## config.mk

```make
export PLATFORM = sky130hd
export DESIGN_NAME = reg_file_2r1w_flat
export DESIGN_NICKNAME = d
export VERILOG_FILES = /design/src/rtl/reg_file_2r1w_pkg.sv /design/src/rtl/reg_file_2r1w_if.sv /design/src/rtl/reg_file_2r1w_reg_word.sv /design/src/rtl/reg_file_2r1w.sv /design/src/flat_wrapper.sv
export SDC_FILE = /design/constraint.sdc
export NUM_CORES = 1
export LEC_CHECK = 0
export CELL_PAD_IN_SITES_DETAIL_PLACEMENT = 0
export CELL_PAD_IN_SITES_GLOBAL_PLACEMENT = 1
export CORE_MARGIN = 4
export CORE_UTILIZATION = 50
export CTS_CLUSTER_DIAMETER = 80
export DETAILED_ROUTE_END_ITERATION = 16
export PLACE_DENSITY = 0.8
export SYNTH_ARGS = -nofsm -noshare
export SYNTH_HDL_FRONTEND = slang
export SYNTH_HIERARCHICAL = 1
export SYNTH_SLANG_ARGS = --single-unit
```

## constraint.sdc

```tcl
create_clock -name clk -period 6.7 [get_ports clk]
set_input_delay 1.675 -clock clk [delete_from_list [all_inputs] [get_ports clk]]
set_output_delay 1.675 -clock clk [all_outputs]
set_load 0.01 [all_outputs]
```

## src/rtl/reg_file_2r1w_pkg.sv

```systemverilog
// reg_file_2r1w_pkg: shared sizes and types for the decode-stage register file
package reg_file_2r1w_pkg;
  localparam int DATA_W = 16;
  localparam int NUM_REGS = 16;
  localparam int ADDR_W = 4;
  typedef logic [ADDR_W-1:0] reg_idx_t;
  typedef logic [DATA_W-1:0] word_t;
  localparam reg_idx_t ZERO_REG = 4'd0;
endpackage

```

## src/rtl/reg_file_2r1w_if.sv

```systemverilog
// reg_file_2r1w_if: read/write port bundle between pipeline and register file
interface reg_file_2r1w_if;
  import reg_file_2r1w_pkg::*;
  reg_idx_t src_reg1;
  reg_idx_t src_reg2;
  reg_idx_t dst_reg;
  logic write_reg;
  word_t dst_data;
  word_t src_data1;
  word_t src_data2;
  modport master(output src_reg1, src_reg2, dst_reg, write_reg, dst_data, input src_data1, src_data2);
  modport slave(input src_reg1, src_reg2, dst_reg, write_reg, dst_data, output src_data1, src_data2);
endinterface

```

## src/rtl/reg_file_2r1w_reg_word.sv

```systemverilog
// reg_word: one storage word with write enable and async active-low clear
module reg_word
  import reg_file_2r1w_pkg::*;
(
  input  logic  clk,
  input  logic  rst_n,
  input  logic  wen_i,
  input  word_t d_i,
  output word_t q_o
);
  word_t q_q;
  // Clear on reset, otherwise capture write data when enabled
  always_ff @(posedge clk or negedge rst_n)
    if (!rst_n) q_q <= '0;
    else if (wen_i) q_q <= d_i;
  assign q_o = q_q;
endmodule

```

## src/rtl/reg_file_2r1w.sv

```systemverilog
// reg_file_2r1w: 16x16 register file, one write port, two bypassed read ports, r0 = 0
module reg_file_2r1w
  import reg_file_2r1w_pkg::*;
(
  input  logic     clk,
  input  logic     rst_n,
  reg_file_2r1w_if.slave bus
);
  logic [NUM_REGS-1:0][DATA_W-1:0] regs;
  logic [NUM_REGS-1:1] wen;
  assign regs[0] = '0;
  for (genvar i = 1; i < NUM_REGS; i++) begin : g_word
    reg_word u_word (
      .clk   (clk),
      .rst_n (rst_n),
      .wen_i (wen[i]),
      .d_i   (bus.dst_data),
      .q_o   (regs[i])
    );
  end
  // One-hot write decode; r0 has no storage so dst_reg=0 never enables anything
  always_comb begin
    wen = '0;
    for (int k = 1; k < NUM_REGS; k++) wen[k] = bus.write_reg && (bus.dst_reg == reg_idx_t'(k));
  end
  // Read muxes: r0 and reset force zero, then same-cycle write bypass, then storage
  always_comb begin
    bus.src_data1 = (bus.src_reg1 == ZERO_REG || !rst_n) ? '0 :
                    (bus.write_reg && bus.dst_reg == bus.src_reg1) ? bus.dst_data : regs[bus.src_reg1];
    bus.src_data2 = (bus.src_reg2 == ZERO_REG || !rst_n) ? '0 :
                    (bus.write_reg && bus.dst_reg == bus.src_reg2) ? bus.dst_data : regs[bus.src_reg2];
  end
endmodule

```

## src/flat_wrapper.sv

```systemverilog
// flat-port wrapper written by rule: the top's interface ports become plain ports
module reg_file_2r1w_flat import reg_file_2r1w_pkg::*;
  (clk, rst_n, bus_src_reg1, bus_src_reg2, bus_dst_reg, bus_write_reg, bus_dst_data, bus_src_data1, bus_src_data2);
  reg_file_2r1w_if bus_i ();
  input  logic clk;
  input  logic rst_n;
  input wire logic [$bits(bus_i.src_reg1)-1:0] bus_src_reg1;
  input wire logic [$bits(bus_i.src_reg2)-1:0] bus_src_reg2;
  input wire logic [$bits(bus_i.dst_reg)-1:0] bus_dst_reg;
  input wire logic [$bits(bus_i.write_reg)-1:0] bus_write_reg;
  input wire logic [$bits(bus_i.dst_data)-1:0] bus_dst_data;
  output wire logic [$bits(bus_i.src_data1)-1:0] bus_src_data1;
  output wire logic [$bits(bus_i.src_data2)-1:0] bus_src_data2;
  assign bus_i.src_reg1 = bus_src_reg1;
  assign bus_i.src_reg2 = bus_src_reg2;
  assign bus_i.dst_reg = bus_dst_reg;
  assign bus_i.write_reg = bus_write_reg;
  assign bus_i.dst_data = bus_dst_data;
  assign bus_src_data1 = bus_i.src_data1;
  assign bus_src_data2 = bus_i.src_data2;
  reg_file_2r1w u_core (.clk(clk), .rst_n(rst_n), .bus(bus_i));
endmodule
```

* Word level (Yosys, flattened, before mapping)
Index checks and enable logic that the tools add are counted.
** Storage, ports and cells
- Output and inout port bits :: 32
- Register bits after elaboration :: 240
- Input port bits :: 31
- Word-level logic and storage cells :: 64
** Operators by class
- Eq/ne operators :: 17
- Mux-type cells :: 8
- Order comparisons :: 2
- Reductions and logical operators :: 22
** Operator list (number)
- 16-bit binary-select mux with 4-bit select :: 2
- 16-bit two-way mux :: 6
- 4-bit equality test, second input constant :: 8
- 1-bit logical AND :: 17
- 4-bit by 3-bit equality test with 1-bit output, second input constant :: 4
- 4-bit by 5-bit < comparator with 1-bit output, second input constant :: 2
- 4-bit by 2-bit equality test with 1-bit output, second input constant :: 2
- 4-bit equality test :: 2
- 4-bit zero test :: 2
- 4-bit by 1-bit equality test with 1-bit output, second input constant :: 1
- 1-bit logical OR :: 2
- 1-bit zero test :: 1

* Longest topological paths before layout
- Depth in word-level cells :: 4
- Depth in mapped cells :: 8
- Mapped depth without buffers :: 5

* Cells and area by module
Netlist, hierarchy kept.
** Modules (own cells, without submodules)
- reg_word :: area an instance 649.4 um2, times used 15, cells each 34, sequential area each 400.4 um2
- reg_file_2r1w :: area an instance 4715.8 um2, times used 1, cells each 514, sequential area each 0.0 um2

* Worst setup path after synthesis
OpenSTA, ideal clock, no wires.
- Kind :: input-to-output
- Start :: in bus_src_reg1[2]
- End :: out bus_src_data1[12]
- Buffers on the path :: 3
- Slack :: 2.070 ns
- Stages :: 7
- Arrival :: 2.955 ns
- Required time :: 5.025 ns
- Path through :: buf_2 > buf_2 > buf_2 > mux4_2 > mux2i_1 > nand2_1 > a32o_1
** Between the ends
- Cells in the longest elaborated chain, start to end :: 4
- Elaborated cells between the ends (all ways) :: 8
- Classes of those cells :: eq/ne: 1; mux: 4; reduce/logical: 3
** Ends and longest elaborated chain
- start, declared :: RTL line flat_wrapper.sv:7 : input wire logic [$bits(bus_i.src_reg1)-1:0] bus_src_reg1;
- 16-bit binary-select mux with 4-bit select / 4-bit equality test (equally long branches) :: RTL line reg_file_2r1w.sv:29 : (bus.write_reg && bus.dst_reg == bus.src_reg1) ? bus.dst_data : regs[bus.src_reg1];
- 16-bit two-way mux (implied by the code) / 1-bit logical AND (equally long branches) :: RTL line reg_file_2r1w.sv:29
- 16-bit two-way mux :: RTL line reg_file_2r1w.sv:29
- 16-bit two-way mux (*) :: RTL line reg_file_2r1w.sv:28 : bus.src_data1 = (bus.src_reg1 == ZERO_REG || !rst_n) ? '0 :
- end, declared :: RTL line flat_wrapper.sv:12 : output wire logic [$bits(bus_i.src_data1)-1:0] bus_src_data1;
Every way passes the cells marked *; elsewhere a longest branch is shown, timed or not. The select of a mux whose other input is x is not followed.

* Worst setup path after layout
- Start :: in bus_src_reg2[0]
- End :: out bus_src_data2[5]
** Between the ends
- Cells in the longest elaborated chain, start to end :: 4
- Elaborated cells between the ends (all ways) :: 8
- Classes of those cells :: eq/ne: 1; mux: 4; reduce/logical: 3
** Ends and longest elaborated chain
- start, declared :: RTL line flat_wrapper.sv:8 : input wire logic [$bits(bus_i.src_reg2)-1:0] bus_src_reg2;
- 16-bit binary-select mux with 4-bit select / 4-bit equality test (equally long branches) :: RTL line reg_file_2r1w.sv:31 : (bus.write_reg && bus.dst_reg == bus.src_reg2) ? bus.dst_data : regs[bus.src_reg2];
- 16-bit two-way mux (implied by the code) / 1-bit logical AND (equally long branches) :: RTL line reg_file_2r1w.sv:31
- 16-bit two-way mux :: RTL line reg_file_2r1w.sv:31
- 16-bit two-way mux (*) :: RTL line reg_file_2r1w.sv:30 : bus.src_data2 = (bus.src_reg2 == ZERO_REG || !rst_n) ? '0 :
- end, declared :: RTL line flat_wrapper.sv:13 : output wire logic [$bits(bus_i.src_data2)-1:0] bus_src_data2;
Marks and branches as above.

==> run summary <==
The post-CTS setup buffer count came out at 0. The number of slew-limit violations in the final report was 0. The initialized floorplan defines between 60 and 70 standard-cell rows. The worst hold path depth is 1. For hold timing, the worst endpoint is u_core/g_word[3].u_word/q_o[1]$_DFFE_PN0P_. The congestion estimate from routability-driven global placement came to 0.8532. The synthesized area per cell came out at 14.12 um^2. The area inside the core boundary is 28,160 um^2. The smallest setup slack after layout came out at 0.6216 ns. The total of cells resized after clock tree synthesis came out at 0. The area of the mapped netlist came out at 14,460 um^2.

The via count of the first global-routing pass came out at 9,838. The number of buffers created by CTS is 27. The number of flip-flops in the largest register came out at 240. The time the worst path needs with I/O delays and setup is 6.078 ns. The areal power density over the cells is 298.1 nW/um^2. The depth of the CTS H-tree came out at 1. The worst path arrival time came out at ~4.4 ns. After synthesis the netlist holds a flip-flop and latch count of 240.

In this run the critical register-to-register path is launched from u_core/g_word[2].u_word/q_o[5]$_DFFE_PN0P_. The die width is 178.0 um. The remaining global-route overflow is 0. The die area came out at approximately 32,000 um^2.

The initial antenna violation count is 0. The final critical-path share of the clock period came out at 0.9072. The longest clock path from root to sink contains 3 buffers. The worst hold path begins at u_core/g_word[3].u_word/q_o[1]$_DFFE_PN0P_. The post-detailed-route DRC marker count is 0.

The maximum ir drop on the vdd rail is about 210 uV. Leaving out fill and tap cells, the most frequent cells in the layout are 240 x sky130_fd_sc_hd__dfrtp_1, 150 x sky130_fd_sc_hd__mux2_4, 122 x sky130_fd_sc_hd__mux2_2, 80 x sky130_fd_sc_hd__mux2i_1, 54 x sky130_fd_sc_hd__clkdlybuf4s50_1. The worst slew margin relative to its limit came out at 0.1935. The depth of the most critical reg-to-reg path is 1. Summed over all cells, the static leakage comes to 0.006860 uW. The final hold violation count came to 0.

In this run the register-to-register setup slack is between 5 and 6 ns. For the pin with the worst max-slew slack, the measured transition is 1.203 ns. The effective utilization at floorplan came out at 0.5133. The area growth from synthesis to layout is 10.78%. STA classifies the critical path endpoint as a primary output. Synthesis handed over a netlist of 1,024 instances. The clock transition time at the flip-flop clock pins of the worst setup and hold paths is 0.06 ns. The largest net degree at the start of global routing came out at 73. The number of antenna diodes in the final layout is 0.

The worst path required time is 5.03 ns. The utilization of the core after routing came out at 0.5686. The net count after synthesis is 1,055. The final layout contains routed wiring with a total length of 40,120 um.

The total number of nets in the final design is 1,100. The register area share after synthesis came out at 0.4154. The first-pass detailed-route iteration total came out at 5. The total of buffers placed on input and output ports is 62. The library cell used most frequently in the layout, excluding fill and tap cells, is sky130_fd_sc_hd__dfrtp_1. The final-layout setup total negative slack is 0 ns.

The most used flip-flop cell after synthesis is sky130_fd_sc_hd__dfrtp_1. The tool flagged a number of max-cap violations equal to 0. The setup path with the least slack is of type in -> out. The post-synthesis async set-or-reset flop share came out at 1.000. The remaining number of nets flagged by the antenna check after routing is 0. The endpoint identified for the worst register-to-register timing path is u_core/g_word[2].u_word/q_o[5]$_DFFE_PN0P_. The first-pass GRT wire length is 61,150 um.

The post-DP HPWL is 25,180 um. The area of all placed cells without fillers came out at 16,010 um^2. The worst slack at placement came out at between 0.6 and 0.7 ns. For this run, the total global-route usage over all layers was measured as 0.2536. The count of hold-fix buffers inserted at cts came out at 0.

The detailed router placed 9,420 vias in this run. The post-placement cell area is around 15,000 um^2. The die span in y came out at about 180 um.

The root buffer cell chosen for the clock tree is sky130_fd_sc_hd__clkbuf_16. The fraction of layout cells with a size suffix above 1 came out at 0.3980. The total clock sinks is 240. The tightest min-delay check is of the reg -> reg type.

The worst hold slack after final layout is 0.5256 ns. The routed length per instance came out at 27.37 um. The flow ran to the end, and the final reports show no timing, DRC or antenna violations. The largest driver fanout on the critical path is 37. In the routed layout, each cell is associated on average with a via count of ~6.4. The number of library cell types mapped by synthesis came out at 44. The boundary pin count came out at 63. Derived from the worst setup path, the maximum achievable clock frequency is 0.1645 GHz. The total number of yosys warnings came out at 6. The worst setup skew after layout came out at 0 ns. The detailed router finished its first iteration with 898 violations. The startpoint kind of the worst setup timing path is an input pin. The clock reaches the later pin of the worst-skew pair after 0.52 ns. The number of fill cells came out at 2,193.

Setup repair after global routing left no endpoint under its margin. The synthesized design contains 0 enable-type register cells. The clock tree from TritonCTS is built. Setup violations remaining at the end of the flow were counted as 0.
## worst max-delay path by stage
stage,start,to,depth (start not counted)
2_1_floorplan,bus_src_reg1[2],bus_src_data1[12],7
3_3_place_gp,bus_src_reg2[0],bus_src_data2[5],8
3_5_place_dp,bus_src_reg2[0],bus_src_data2[5],8
4_1_cts,bus_src_reg2[0],bus_src_data2[5],8
5_1_grt,bus_src_reg2[0],bus_src_data2[8],8
6_report,bus_src_reg2[0],bus_src_data2[5],8
## kinds of logic after synthesis
kind of cell | synth area share
mux | 0.4101
buf+inv | 0.06041
xor+xnor | 0.004847
simple gates | 0.04111
flops | 0.4154
compound gates | 0.06812
## cells in the mapped netlist (2+ instances only)
cell                        instances  share of area
sky130_fd_sc_hd__dfrtp_1          240           0.42
sky130_fd_sc_hd__mux2_4           150           0.16
sky130_fd_sc_hd__mux2_2           122          0.095
sky130_fd_sc_hd__mux2i_1           80          0.055
sky130_fd_sc_hd__nor2_1            57          0.015
sky130_fd_sc_hd__mux4_2            41          0.064
sky130_fd_sc_hd__nand2_1           32         0.0083
sky130_fd_sc_hd__buf_2             24         0.0083
sky130_fd_sc_hd__mux4_1            22          0.040
sky130_fd_sc_hd__buf_6             20          0.016
sky130_fd_sc_hd__nor3_1            20         0.0069
sky130_fd_sc_hd__a22oi_1           17         0.0088
sky130_fd_sc_hd__buf_4             17         0.0088
sky130_fd_sc_hd__a21oi_1           16         0.0055
sky130_fd_sc_hd__a31oi_1           16         0.0069
sky130_fd_sc_hd__a32o_1            16          0.011
sky130_fd_sc_hd__buf_12            16          0.022
sky130_fd_sc_hd__o22ai_1           16         0.0069
sky130_fd_sc_hd__a221oi_1          15         0.0091
sky130_fd_sc_hd__o21ai_0           15         0.0052
sky130_fd_sc_hd__o2bb2ai_1         15         0.0091
sky130_fd_sc_hd__clkbuf_1          14         0.0036
sky130_fd_sc_hd__xor2_1             6         0.0036
sky130_fd_sc_hd__nand2b_1           5         0.0022
sky130_fd_sc_hd__nand3_1            4         0.0014
sky130_fd_sc_hd__nor2b_1            4         0.0017
sky130_fd_sc_hd__nand3b_1           3         0.0016
sky130_fd_sc_hd__nand4_1            3         0.0013
sky130_fd_sc_hd__nor2_2             2        0.00087
sky130_fd_sc_hd__xnor2_1            2         0.0012
## worst max-delay path, cell delays in order
cell,delay (ns)
sky130_fd_sc_hd__buf_2,0.80
sky130_fd_sc_hd__buf_4,0.38
sky130_fd_sc_hd__mux4_2,0.51
sky130_fd_sc_hd__nor2_1,0.10
sky130_fd_sc_hd__nor3_1,0.07
sky130_fd_sc_hd__a31oi_1,0.16
sky130_fd_sc_hd__o2bb2ai_1,0.13
sky130_fd_sc_hd__clkdlybuf4s50_1,0.53
## final cells by class
cell class | instances | area [um^2] | share of cell area
Sequential cell | 240 | 6006 | 0.3750
Clock inverter | 9 | 120.1 | 0.007501
Inverter | 1 | 3.754 | 0.0002344
Clock buffer | 39 | 780.7 | 0.04875
Multi-Input combinational cell | 689 | 7622 | 0.4760
Timing Repair Buffer | 110 | 1008 | 0.06297
Tap cell | 378 | 473.0 | 0.02953
## routing by layer
metal | up-vias | share of wire | GRT usage
met4 | 0 | 0.025 | 0.06703
met5 | - | 0 | 0
met3 | 67 | 0.067 | 0.03540
li1 | 4009 | - | -
met1 | 4946 | 0.44 | 0.3754
met2 | 398 | 0.46 | 0.3958
## report_power, final
part	switching [uW]	total, uW	internal (uW)
registers	273	2060	1790
logic	453	1200	751
clock network	589	1510	918
total	1310	4770	3460
## metrics by stage
| step | total power [uW] | std cells |
|---|---|---|
| 2_1_floorplan | 2909 | 1024 |
| 3_3_place_gp | 3233 | 1418 |
| 3_5_place_dp | 3271 | 1418 |
| 4_1_cts | 4796 | 1466 |
| 5_1_grt | 4991 | 1466 |
| 6_report | 4774 | 1466 |
Note: power is estimated with default switching activity, not from simulation.
